===== src/rtl/riscv_pipe_pkg.sv =====
// riscv_pipe_pkg: shared pipeline widths and the MEM/WB control bundle
//   XLEN       datapath width
//   REG_AW     register-file address width
//   mem_ctrl_t packed control bits carried from ID/EX through MEM/WB
//   BUBBLE     all-zero control bundle used for flushed slots
package riscv_pipe_pkg;
    localparam int XLEN = 32;
    localparam int REG_AW = 5;
    typedef struct packed {
        logic reg_write;
        logic mem_to_reg;
        logic mem_read;
        logic mem_write;
        logic branch;
    } mem_ctrl_t;
    localparam mem_ctrl_t BUBBLE = '0;
endpackage


===== src/rtl/store_fwd_unit.sv =====
// store_fwd_unit: forwards the WB result onto the MEM-stage store data
//   valid_i, mem_write_i  MEM slot holds a real store
//   rs2_i                 store-data source register of the MEM slot
//   rd_wb_i, reg_write_wb_i, wb_data_i  WB-stage write port
//   store_data_i          rs2 data latched in EX/MEM
//   data_o                store data after forwarding
module store_fwd_unit #(
    parameter int XLEN = 32,
    parameter int REG_AW = 5
) (
    input  logic              valid_i,
    input  logic              mem_write_i,
    input  logic [REG_AW-1:0] rs2_i,
    input  logic [REG_AW-1:0] rd_wb_i,
    input  logic              reg_write_wb_i,
    input  logic [XLEN-1:0]   wb_data_i,
    input  logic [XLEN-1:0]   store_data_i,
    output logic [XLEN-1:0]   data_o
);
    logic fwd;
    // x0 writes are architecturally discarded, so they must never forward
    assign fwd = valid_i && mem_write_i && reg_write_wb_i && (rd_wb_i != '0) && (rd_wb_i == rs2_i);
    assign data_o = fwd ? wb_data_i : store_data_i;
endmodule


===== src/rtl/ex_mem_reg.sv =====
// ex_mem_reg: EX/MEM pipeline register with stall, flush and store-data forwarding
//   clk, reset (sync, active-low), stall (hold), flush (bubble)
//   *_EX inputs   results and control from execute
//   RD_WB, RegWrite_WB, WB_DATA  write-back port used for store forwarding
//   *_MEM outputs registered slot contents driving MEM and data memory
//   REG_DATA2_MEM_FINAL  store data after WB forwarding
//   valid_MEM     slot holds a real instruction
module ex_mem_reg #(
    parameter int XLEN = riscv_pipe_pkg::XLEN,
    parameter int REG_AW = riscv_pipe_pkg::REG_AW
) (
    input  logic              clk,
    input  logic              reset,
    input  logic              stall,
    input  logic              flush,
    input  logic [REG_AW-1:0] RD_EX,
    input  logic [REG_AW-1:0] RS2_EX,
    input  logic              RegWrite_EX,
    input  logic              MemtoReg_EX,
    input  logic              MemRead_EX,
    input  logic              MemWrite_EX,
    input  logic              Branch_EX,
    input  logic              Zero_EX,
    input  logic [XLEN-1:0]   ALU_OUT_EX,
    input  logic [XLEN-1:0]   PC_Branch_EX,
    input  logic [XLEN-1:0]   REG_DATA2_EX,
    input  logic [REG_AW-1:0] RD_WB,
    input  logic              RegWrite_WB,
    input  logic [XLEN-1:0]   WB_DATA,
    output logic [REG_AW-1:0] RD_MEM,
    output logic [REG_AW-1:0] RS2_MEM,
    output logic              RegWrite_MEM,
    output logic              MemtoReg_MEM,
    output logic              MemRead_MEM,
    output logic              MemWrite_MEM,
    output logic              Branch_MEM,
    output logic              Zero_MEM,
    output logic [XLEN-1:0]   ALU_OUT_MEM,
    output logic [XLEN-1:0]   PC_Branch_MEM,
    output logic [XLEN-1:0]   REG_DATA2_MEM_FINAL,
    output logic              valid_MEM
);
    import riscv_pipe_pkg::*;
    mem_ctrl_t         ctrl_q, ctrl_d, ctrl_ex;
    logic [REG_AW-1:0] rd_q, rd_d, rs2_q, rs2_d;
    logic              zero_q, zero_d, valid_q, valid_d;
    logic [XLEN-1:0]   alu_q, alu_d, pc_q, pc_d, data2_q, data2_d;
    assign ctrl_ex = {RegWrite_EX, MemtoReg_EX, MemRead_EX, MemWrite_EX, Branch_EX};
    // Under stall the rs2 data register re-captures the forwarded value so a
    // WB producer that retires during the stall is not lost.
    always_comb begin
        ctrl_d  = flush ? BUBBLE : stall ? ctrl_q : ctrl_ex;
        rd_d    = flush ? '0 : stall ? rd_q : RD_EX;
        rs2_d   = flush ? '0 : stall ? rs2_q : RS2_EX;
        zero_d  = flush ? 1'b0 : stall ? zero_q : Zero_EX;
        alu_d   = flush ? '0 : stall ? alu_q : ALU_OUT_EX;
        pc_d    = flush ? '0 : stall ? pc_q : PC_Branch_EX;
        data2_d = flush ? '0 : stall ? REG_DATA2_MEM_FINAL : REG_DATA2_EX;
        valid_d = flush ? 1'b0 : stall ? valid_q : 1'b1;
    end
    always_ff @(posedge clk) begin
        if (!reset) begin
            ctrl_q  <= BUBBLE;
            rd_q    <= '0;
            rs2_q   <= '0;
            zero_q  <= 1'b0;
            alu_q   <= '0;
            pc_q    <= '0;
            data2_q <= '0;
            valid_q <= 1'b0;
        end else begin
            ctrl_q  <= ctrl_d;
            rd_q    <= rd_d;
            rs2_q   <= rs2_d;
            zero_q  <= zero_d;
            alu_q   <= alu_d;
            pc_q    <= pc_d;
            data2_q <= data2_d;
            valid_q <= valid_d;
        end
    end
    store_fwd_unit #(.XLEN(XLEN), .REG_AW(REG_AW)) u_fwd (
        .valid_i        (valid_q),
        .mem_write_i    (ctrl_q.mem_write),
        .rs2_i          (rs2_q),
        .rd_wb_i        (RD_WB),
        .reg_write_wb_i (RegWrite_WB),
        .wb_data_i      (WB_DATA),
        .store_data_i   (data2_q),
        .data_o         (REG_DATA2_MEM_FINAL)
    );
    assign RD_MEM        = rd_q;
    assign RS2_MEM       = rs2_q;
    assign RegWrite_MEM  = ctrl_q.reg_write;
    assign MemtoReg_MEM  = ctrl_q.mem_to_reg;
    assign MemRead_MEM   = ctrl_q.mem_read;
    assign MemWrite_MEM  = ctrl_q.mem_write;
    assign Branch_MEM    = ctrl_q.branch;
    assign Zero_MEM      = zero_q;
    assign ALU_OUT_MEM   = alu_q;
    assign PC_Branch_MEM = pc_q;
    assign valid_MEM     = valid_q;
endmodule

===== config.mk =====
export PLATFORM = sky130hd
export DESIGN_NAME = ex_mem_reg
export DESIGN_NICKNAME = d
export VERILOG_FILES = /design/src/rtl/riscv_pipe_pkg.sv /design/src/rtl/store_fwd_unit.sv /design/src/rtl/ex_mem_reg.sv
export SDC_FILE = /design/constraint.sdc
export NUM_CORES = 1
export LEC_CHECK = 0
export CORE_MARGIN = 2
export CORE_UTILIZATION = 41
export CTS_CLUSTER_DIAMETER = 150
export CTS_CLUSTER_SIZE = 24
export DETAILED_ROUTE_END_ITERATION = 6
export PLACE_DENSITY = 0.87
export REMOVE_ABC_BUFFERS = 1
export SLEW_MARGIN = 0
export SYNTH_ARGS = -nofsm -noshare
export SYNTH_HDL_FRONTEND = slang
export SYNTH_SLANG_ARGS = --single-unit

===== constraint.sdc =====
create_clock -name clk -period 6.1 [get_ports clk]
set_input_delay 1.83 -clock clk [delete_from_list [all_inputs] [get_ports clk]]
set_output_delay 1.83 -clock clk [all_outputs]
set_load 0.005 [all_outputs]

* Word-level counts from Yosys, hierarchy flattened *
Cells that the tools add are included.
Widths: inputs -> output; s select.

word-level totals
  register bits = 113
  latch bits = 0
  bits in writable memories = 0
  bits in read-only memories = 0
  bits of input ports = 154
  logic and storage cells = 22
  memories kept = 0

cells by class
  $add $sub $neg = 0
  multiply operators = 0
  divide/modulo/power cells = 0
  $lt $le $gt $ge = 0
  eq/ne operators = 1
  shift operators = 0
  mux-type cells = 2
  bitwise logic cells = 1
  reduce and logical (&&, ||, !) cells = 6

operators by type and width
  kind               number
  $mux 32            2
  $eq 5x5->1         1
  $reduce_bool 5->1  1
  $logic_and 1x1->1  4
  $reduce_or 2->1    1
  $not 1->1          1

* Depth between registers and ports, before layout *
Gate-level depths: netlist of the first run.

  depth after elaboration = 6
  gate-level depth with buffers = 6
  depth with buffers taken out = 4

* By module *
Synthesis of the first run repeated with hierarchy kept, for this count alone.

unflattened totals
  cell total of the unflattened synthesis = 411
  area, all modules = 4629.4 um2

modules (own cells, without submodules)
  module          times used  cells each  area an instance (um2)
  ex_mem_reg      1           366         4042.6
  store_fwd_unit  1           45          586.8

* Worst setup path after synthesis of the first run *
No wires, ideal clock.

  path type = input to output
  start = input RD_WB[3]
  end = output REG_DATA2_MEM_FINAL[10]
  arrival time = 2.957 ns
  data required time = 4.270 ns
  setup slack = 1.313 ns
  stages on the path = 5
  buffers on the path = 1
  cell sequence = or4_4 -> o211a_1 -> buf_2 -> nand3_1 -> nand2_1

on the way
  word-level cells in the longest chain between the ends = 4
  elaborated cells on any way between the ends = 5

RTL lines
  what                 line                  RTL
  start, declared      ex_mem_reg.sv:27      input logic [REG_AW-1:0] RD_WB,
  $reduce_bool 5->1    store_fwd_unit.sv:22  assign fwd = valid_i && mem_write_i && reg_write_wb_i && (rd_wb_i != '0) && (rd_wb_i == rs2_i);
  $logic_and 1x1->1    store_fwd_unit.sv:22
  $logic_and 1x1->1 *  store_fwd_unit.sv:22
  $mux 32 *            store_fwd_unit.sv:23  assign data_o = fwd ? wb_data_i : store_data_i;
  end, declared        ex_mem_reg.sv:40      output logic [XLEN-1:0] REG_DATA2_MEM_FINAL,

Every way passes the cells marked *; elsewhere a longest branch is shown, timed or not.

* Worst setup path in the final report of the first run *
  start = input RD_WB[3]
  end = output REG_DATA2_MEM_FINAL[5]

The elaborated chain is that of the path after synthesis.

==> summary.md, run 1 <==
| Metric | Value |
|---|---|
| Average size of a mapped cell | 9.175 um2 |
| Top-area cell type share of the netlist area | 0.5042 |
| DR vias | roughly 4600 |
| DR iter-0 viols | 338 |
| Later-pin clock latency in the skew report | 0.50 ns |
| GP Congestion | 0.8122 |
| Total core area | 10750 um2 |
| Root buffer cell | clkbuf_8 |
| Mapped cell area | between 4000 and 5000 um2 |
| Area grow syn2layout | 73.84% |
| Vias in the first global route | approximately 4600 |
| Setup Total Neg Slack | 0 ns |
| Post-CTS Hold Buffers | 0 |
| Power per cell area | 259.4 nW/um2 |
| Status | completed |
| DP HPWL | 10820 um |
| Share of cells above drive strength 1 | 0.05445 |
| # placed instances | 862 |
| RSZ-0062 raised after global routing | false |
| Die X | 108.6 um |
| Fillers | roughly 800 |
| Post-route clock period utilization | 0.9604 |
| Worst EP required | 4.27 ns |
| Via/cell ratio | 5.196 |
| Hold WC Path Type | reg -> reg |
| Leading cell type in the layout, fill and taps excluded | clkdlybuf4s50_1 |
| Port bufs | between 200 and 300 |
| Post-synthesis sequential area ratio | 0.5042 |
| Hold wc startpoint | data2_q[1] |
| Max Cap Viol | 0 |
| Crit-path most repeated cell | clkdlybuf4s50_1 |
| Setup crit end kind | output port |
| CP cell instances | clkdlybuf4s50_1, or4_4, o211a_1, buf_4, nand3_1, nand2_1, clkdlybuf4s50_1 |
| Crit-path slowest cell | or4_4 |
| Longest Clk Path Bufs | 2 |
| Synth warnings | 0 |
| Cell Rows | 38 |
| CP Max Fanout | 32 |
| CTS clk-pin slew, worst paths | 0.05 ns |
| CTS H-Tree Depth | 4 |
| FF-to-FF Start | RS2_MEM[3] |
| Final wirelength | ~15000 um |
| Max Clk Rate | 0.1707 GHz |
| Crit-path max cell delay | 0.57 ns |
| Synth top area cells | dfxtp_1, mux2i_1, nor2_1 |
| Initial Utilization | 0.4176 |
| LEAKAGE | 0.003174 uW |
| Setup CP Type | in -> out |
| Critical path arrival | 4.03 ns |
| DIE AREA | 11800 um2 |
| Fin. Hold Viols | 0 |
| Final Net Count | 895 |
| Total gr overflow | 0 |
| Final Max Slew Viols | 0 |
| FF+latch count, synth | 113 |
| First-pass GRT wire length | 22450 um |
| Synth area leader | dfxtp_1 |
| Die Y | ~110 um |
| Routed length per instance | 16.70 um |
| Worst-margin pin slew | between 0.6 and 0.7 ns |
| Crit start category | input port |
| Minimum clock period | between 5 and 6 ns |
| Non-Filler Instances | 893 |
| Io pins | 267 |
| Global Route Usage Sum | 0.2443 |
| VDD IR max | just under 0.2 mV |
| Rel. slew slack | 0.5473 |
| Most frequent cells in the layout | clkdlybuf4s50_1, dfxtp_1, mux2i_1, nor2_1, o21ai_0 |
| CTS tree | yes |
| Ant diodes | 0 |
| Post-CTS Setup Bufs | 0 |
| DRC viols | 0 |
| Final Skew | around 0.0055 ns |
| Final setup viols | 0 |
| Cts repair resizes | 0 |
| Initial antenna violation count | 0 |
| CTS Buf Count | 17 |
| TritonCTS Sinks | 113 |
| Detailed-router iteration count before antenna repair | 5 |
| Gate Count Post-Synth | 489 |
| Critical Path Start | RD_WB[3] |
| Largest net degree at the start of global routing | 65 |
| Yosys cell types | 24 |
| Antenna Nets Post-Route | 0 |
[routing by layer]
layer	wire [um]	part of all wire	global-route usage	up-vias
met5	0	0	0	-
met4	437	0.029	0.1190	0
met3	1675	0.11	0.09564	36
met2	7472	0.50	0.4268	263
met1	5325	0.36	0.2561	2125
li1	-	-	-	2216
[critical path: cells and delay by family]
| family | cells | cell delay [ns] |
|---|---|---|
| buf+inv | 3 | 1.15 |
| simple gates | 3 | 0.82 |
| compound gates | 1 | 0.23 |
[area by class of cell]
type | count | area [um2] | share of cell area
Clock buffer | 20 | 425.4 | 0.05454
Clock inverter | 11 | 163.9 | 0.02101
Inverter | 1 | 3.754 | 0.0004812
Multi-Input combinational cell | 334 | 2033 | 0.2607
Sequential cell | 113 | 2262 | 0.2900
Tap cell | 140 | 175.2 | 0.02246
Timing Repair Buffer | 274 | 2736 | 0.3508
[Yosys cell counts]
cell      instances
a21oi_1           1
a31oi_1          32
and3_1            1
and4_1            1
buf_1             3
buf_2            11
buf_6             3
clkbuf_1         24
dfxtp_1         113
inv_1             1
mux2i_1          80
nand2_1          32
nand2b_1          1
nand3_1          32
nand4_1           1
nor2_1           80
nor2b_1           1
o211a_1           1
o211ai_4          1
o21ai_0          34
o21ai_1          29
o21ai_2           1
or4_4             1
xnor2_1           5
[cells by family after synthesis]
| kind of cell | after synthesis | synth area share |
|---|---|---|
| simple gates | 150 | 0.1394 |
| flops | 113 | 0.5042 |
| compound gates | 99 | 0.1249 |
| mux | 80 | 0.1785 |
| buf+inv | 42 | 0.04322 |
| xor+xnor | 5 | 0.009760 |
[stage by stage]
stage          utilization  area [um2]  worst slack, ns  power [uW]  hold slack (ns)
4_1_cts             0.7259        7800           0.2480        2047           0.4885
6_report            0.7259        7800           0.2416        2024           0.4890
5_1_grt             0.7259        7800           0.1337        2096           0.5232
3_5_place_dp        0.6711        7211           0.2661        1055           0.4788
2_1_floorplan            -        4297           0.9986       864.0           0.4552
3_3_place_gp        0.6711        7211           0.3071        1049           0.4676
[path summary, 6_finish.rpt]
| path | to | slack [ns] | depth (start not counted) |
|---|---|---|---|
| worst min register to register | data2_q[1] | 0.49 | 2 |
| worst max register to register | data2_q[18] | 4.38 | 5 |
| worst min-delay path | data2_q[1] | 0.49 | 2 |
| worst max-delay path | REG_DATA2_MEM_FINAL[5] | 0.24 | 7 |
[report_power, final]
part | leakage [uW] | internal [uW] | switching, uW
Sequential | 0.000922 | 766 | 12.5
Combinational | 0.00197 | 168 | 96.4
Clock | 0.000284 | 657 | 324
[registers in the layout, summed over array words and instances (netlist names), 5 cells and up]
register	count
data2_q	32
PC_Branch_MEM	32
ALU_OUT_MEM	32
RS2_MEM	5
RD_MEM	5
No activity file was read; power rests on OpenSTA's default activity.
==> run 2: changes to the inputs <==
- CORE_UTILIZATION: 41 -> 34
- PLACE_DENSITY: 0.87 -> 0.77
- clock period: 6.1 -> 4.88 ns (I/O delays scaled with it)
==> summary.md, run 2 (synthesis gave the netlist of run 1 again) <==
| Metric | Value |
|---|---|
| Total core area | 12770 um2 |
| LEAKAGE | between 0.003 and 0.004 uW |
| Via/cell ratio | roughly 5 |
| CTS tree | yes |
| Critical path arrival | about 3.4 ns |
| Max Clk Rate | 0.2067 GHz |
| Crit-path slowest cell | or4_4 |
| Max Cap Viol | 0 |
| Hold WC Path Type | reg -> reg |
| Share of cells above drive strength 1 | 0.1138 |
| Routed length per instance | around 16 um |
| DIE AREA | 14130 um2 |
| Total gr overflow | 0 |
| CTS H-Tree Depth | 4 |
| Status | completed |
| Worst EP required | 3.42 ns |
| Cell Rows | approximately 40 |
| CP cell instances | dlymetal6s2s_1, or4_4, o211ai_4, buf_12, o21ai_1, nand2_1, clkdlybuf4s50_1 |
| Global Route Usage Sum | 0.2130 |
| Rel. slew slack | 0.4494 |
| Leading cell type in the layout, fill and taps excluded | clkdlybuf4s50_1 |
| Detailed-router iteration count before antenna repair | 6 |
| CTS Buf Count | 17 |
| Vias in the first global route | 4788 |
| CP Max Fanout | 8 |
| Setup CP Type | in -> out |
| Initial antenna violation count | 0 |
| Area grow syn2layout | 86.89% |
| Final wirelength | 15970 um |
| First-pass GRT wire length | 23890 um |
| DR vias | 4855 |
| Crit-path max cell delay | 0.56 ns |
| Worst-margin pin slew | 0.8259 ns |
| Power per cell area | 323.6 nW/um2 |
| Port bufs | about 270 |
| DRC viols | 0 |
| Antenna Nets Post-Route | 0 |
| DP HPWL | 10740 um |
| Sequential cell area | 2262 um2 |
| Setup crit end kind | output port |
| Fin. Hold Viols | 0 |
| Longest Clk Path Bufs | 2 |
| TritonCTS Sinks | 113 |
| Reg2reg setup slack | 3.02 ns |
| Count of buffer and inverter cells on the critical path | 3 |
| DR iter-0 viols | between 300 and 400 |
| Multi-input logic area | roughly 2000 um2 |
| GP Congestion | 0.8214 |
| Ant diodes | 0 |
| Largest net degree at the start of global routing | between 80 and 90 |
| Final Net Count | 941 |
| Die X | about 120 um |
| Overall Power | around 2700 uW |
| Crit start category | input port |
| Io pins | 267 |
| Final Max Slew Viols | 0 |
| Most frequent cells in the layout | clkdlybuf4s50_1, dfxtp_1, mux2i_1, nor2_1, buf_4 |
| Initial Utilization | 0.3513 |
| Final setup viols | 0 |
| Root buffer cell | clkbuf_16 |
| Die Y | 118.9 um |
| CTS clk-pin slew, worst paths | 0.05 ns |
| VDD IR max | 0.2715 mV |
| CP delay by family, top | buffers and inverters |
| Later-pin clock latency in the skew report | 0.42 ns |
| Minimum clock period | 4.839 ns |
| Fillers | 970 |
| Final Skew | between 0.007 and 0.008 ns |
| Post-route clock period utilization | 0.9916 |
| Utilization after layout | 0.6565 |
| Post-CTS Hold Buffers | 0 |
run 2: changes by cell type in the layout (fill, tap and decap cells not counted), moves of 2 or more:
cell	change
buf_12	+3
buf_4	+40
bufinv_16	+2
clkbuf_16	+3
clkdlybuf4s50_1	-27
clkinv_2	-2
dlygate4sd2_1	+7
dlymetal6s2s_1	+19
nand3_1	-2
nand3_2	+2
run 2: worst paths after layout:
| kind | start | to | cells past startpoint |
|---|---|---|---|
| worst min register to register | valid_MEM | valid_MEM | 2 |
| worst max-delay path | RD_WB[3] | REG_DATA2_MEM_FINAL[25] | 7 |
| worst max register to register | RS2_MEM[3] | data2_q[1] | 10 |
| worst min-delay path | valid_MEM | valid_MEM | 2 |
run 2: repair_timing:
item | CTS | global route
pin swaps | 0 | 3
setup buffers | 0 | 10
endpoints found under the setup margin | 32 | 30
resized for setup | 11 | 23
cloned | 0 | 2
run 2: power by group:
part	total, uW	internal, uW	switching, uW
combinational	333	212	121
sequential	973	957	16.0
clock	1410	982	425
total	2710	2150	563
run 2: routing by layer:
metal | wire length (um) | track usage | vias up
met5 | 0 | 0 | -
met3 | 1625 | 0.08669 | 32
met1 | 6165 | 0.2348 | 2251
met2 | 7806 | 0.3671 | 265
met4 | 371 | 0.07887 | 0
li1 | - | - | 2307
run 2: metrics by stage:
step | instance area (um2) | std cells | setup WS [ns] | setup TNS, ns | hold WS (ns)
floorplan | 4297 | 448 | 0.5106 | 0 | 0.4552
global placement | 7543 | 928 | -0.1385 | -3.630 | 0.4590
detailed placement | 7543 | 928 | -0.1754 | -4.604 | 0.4822
CTS | 8213 | 960 | -0.1704 | -3.370 | 0.4838
global route | 8386 | 972 | -0.01703 | -0.02732 | 0.5023
finish | 8386 | 972 | 0.04109 | 0 | 0.4818
run 2: worst min-delay path, stage by stage, from the launching register on:
cell     delay (ns)
dfxtp_1        0.32
inv_1          0.05
a21oi_1        0.06
run 2: cell type report:
class                      instances  area share
clock buffer                      22     0.05536
inverter                           1   0.0004476
tap                              172     0.02566
clock inverter                    10     0.02447
timing repair buffer             320      0.3806
sequential                       113      0.2698
multi-input combinational        334      0.2437
==> run 3: changes to the inputs <==
- PLACE_DENSITY: 0.77 -> 0.76
==> summary.md, run 3 (synthesis gave the netlist of run 1 again) <==
| Metric | Value |
|---|---|
| Status | complete, but fails checks |
| Failing checks | negative setup slack |
| Worst EP required | 3.42 ns |
| Routed length per instance | 15.97 um |
| Die Y | 118.9 um |
| GP Congestion | 0.8164 |
| Final setup viols | 19 |
| Placed cell area | 7571 um2 |
| Post-route clock period utilization | 1.033 |
| # placed instances | 930 |
| Met3 usage | 0.08429 |
| Final worst slack | -0.1635 ns |
| CTS tree | yes |
| DIE AREA | roughly 14000 um2 |
| Setup crit end kind | output port |
| Hold WC Path Type | reg -> reg |
| Power per cell area | around 320 nW/um2 |
| Final Skew | about 0.0072 ns |
| Final wirelength | 15360 um |
| Via/cell ratio | 4.859 |
| Utilization after layout | 0.6461 |
| Initial Utilization | 0.3513 |
| VDD IR max | between 0.2 and 0.25 mV |
| Sequential cell area | 2262 um2 |
| DP HPWL | ~11000 um |
| Leading cell type in the layout, fill and taps excluded | clkdlybuf4s50_1 |
| Share of cells above drive strength 1 | 0.1089 |
| Port bufs | 266 |
| Rel. slew slack | 0.4880 |
| Area grow syn2layout | 83.94% |
| Critical Path Start | RD_WB[3] |
| CTS Buf Count | 17 |
| CP cell instances | clkdlybuf4s50_1, or4_4, o211ai_4, buf_12, o21ai_1, nand2_1, clkdlybuf4s50_1 |
| Total gr overflow | 0 |
| Worst-margin pin slew | 0.7680 ns |
| Max Cap Viol | 0 |
| DR vias | around 4700 |
| FF-to-FF Start | RS2_MEM[2] |
| Hold wc startpoint | PC_Branch_MEM[16] |
| Busiest grt layer | met2 |
| Critical path arrival | 3.58 ns |
| CTS clk-pin slew, worst paths | 0.05 ns |
| Longest Clk Path Bufs | 2 |
| Max Clk Rate | 0.1983 GHz |
| Count of buffer and inverter cells on the critical path | 3 |
| DR iter-0 viols | 261 |
| Multi-input logic area | 2068 um2 |
| GR Util met2 | 0.3768 |
| Minimum clock period | between 5 and 6 ns |
| Final Max Slew Viols | 0 |
| Die X | 118.9 um |
| Largest net degree at the start of global routing | 95 |
| Ant diodes | 0 |
| CP delay by family, top | buffers and inverters |
| Root buffer cell | clkbuf_16 |
| CP Max Fanout | 32 |
| GR Util met1 | 0.2358 |
| Fillers | 1027 |
| First-pass GRT wire length | between 20000 and 25000 um |
| Later-pin clock latency in the skew report | 0.41 ns |
| DRC viols | 0 |
| RSZ-0062 raised after global routing | true |
| TritonCTS Sinks | 113 |
| Most frequent cells in the layout | clkdlybuf4s50_1, dfxtp_1, mux2i_1, nor2_1, buf_4 |
| Antenna Nets Post-Route | 0 |
| Io pins | 267 |
| LEAKAGE | 0.003451 uW |
| Crit start category | input port |
| Fin. Hold Viols | 0 |
| Initial antenna violation count | 0 |
| Total core area | 12770 um2 |
| Crit-path max cell delay | around 0.56 ns |
| Global Route Usage Sum | 0.2172 |
| CTS H-Tree Depth | 4 |
| Final Net Count | 931 |
| Setup CP Type | in -> out |
| Crit-path slowest cell | or4_4 |
| Crit-path most repeated cell | clkdlybuf4s50_1 |
| Cell Rows | roughly 40 |
| Vias in the first global route | 4753 |
| Fin area | 8253 um2 |
| Non-Filler Instances | 962 |
| Detailed-router iteration count before antenna repair | 5 |
run 3: where the power goes:
part,total (uW),switching (uW),leakage [uW],internal (uW)
sequential,972,15.2,0.000922,957
clock,1360,420,0.000316,943
combinational,335,121,0.00221,214
run 3: tightest hold or removal path, stage by stage (launching register included):
cell and delay [ns]:
dfxtp_1 0.32, mux2i_1 0.07, nor2_1 0.07
run 3: layout make-up:
class | instances | share of cell area
flip-flops and latches | 113 | 0.2741
clock inverters | 10 | 0.02183
inverters | 1 | 0.0004548
well taps | 172 | 0.02608
repair buffers | 310 | 0.3695
clock buffers | 22 | 0.05746
multi-input cells | 334 | 0.2506
run 3: per-stage QoR:
| stage | setup TNS [ns] | hold WS (ns) | total power [uW] | setup WS [ns] |
|---|---|---|---|---|
| 6_report | -2.557 | 0.4909 | 2670 | -0.1635 |
| 5_1_grt | -4.252 | 0.5212 | 2779 | -0.2644 |
| 4_1_cts | -2.759 | 0.4981 | 2702 | -0.1617 |
| 3_5_place_dp | -4.190 | 0.4827 | 1327 | -0.1668 |
| 3_3_place_gp | -3.367 | 0.4712 | 1319 | -0.1415 |
| 2_1_floorplan | 0 | 0.4552 | 1080 | 0.5106 |
run 3: routing by layer:
layer,vias to the layer above,wire length (um)
met5,-,0
met1,2141,5860
met4,0,376
met3,23,1514
li1,2285,-
met2,225,7609
run 3: worst paths after layout:
| path | to | slack (ns) | cells after the start |
|---|---|---|---|
| setup reg to reg | data2_q[16] | 3.19 | 6 |
| setup / recovery | REG_DATA2_MEM_FINAL[25] | -0.16 | 7 |
| hold / removal | PC_Branch_MEM[16] | 0.49 | 2 |
| hold reg to reg | PC_Branch_MEM[16] | 0.49 | 2 |
run 3: what timing repair did:
action                     CTS  global route
setup endpoints to repair   32            28
setup buffers                0             0
gates resized for setup     12            11
hold buffers                 0             0
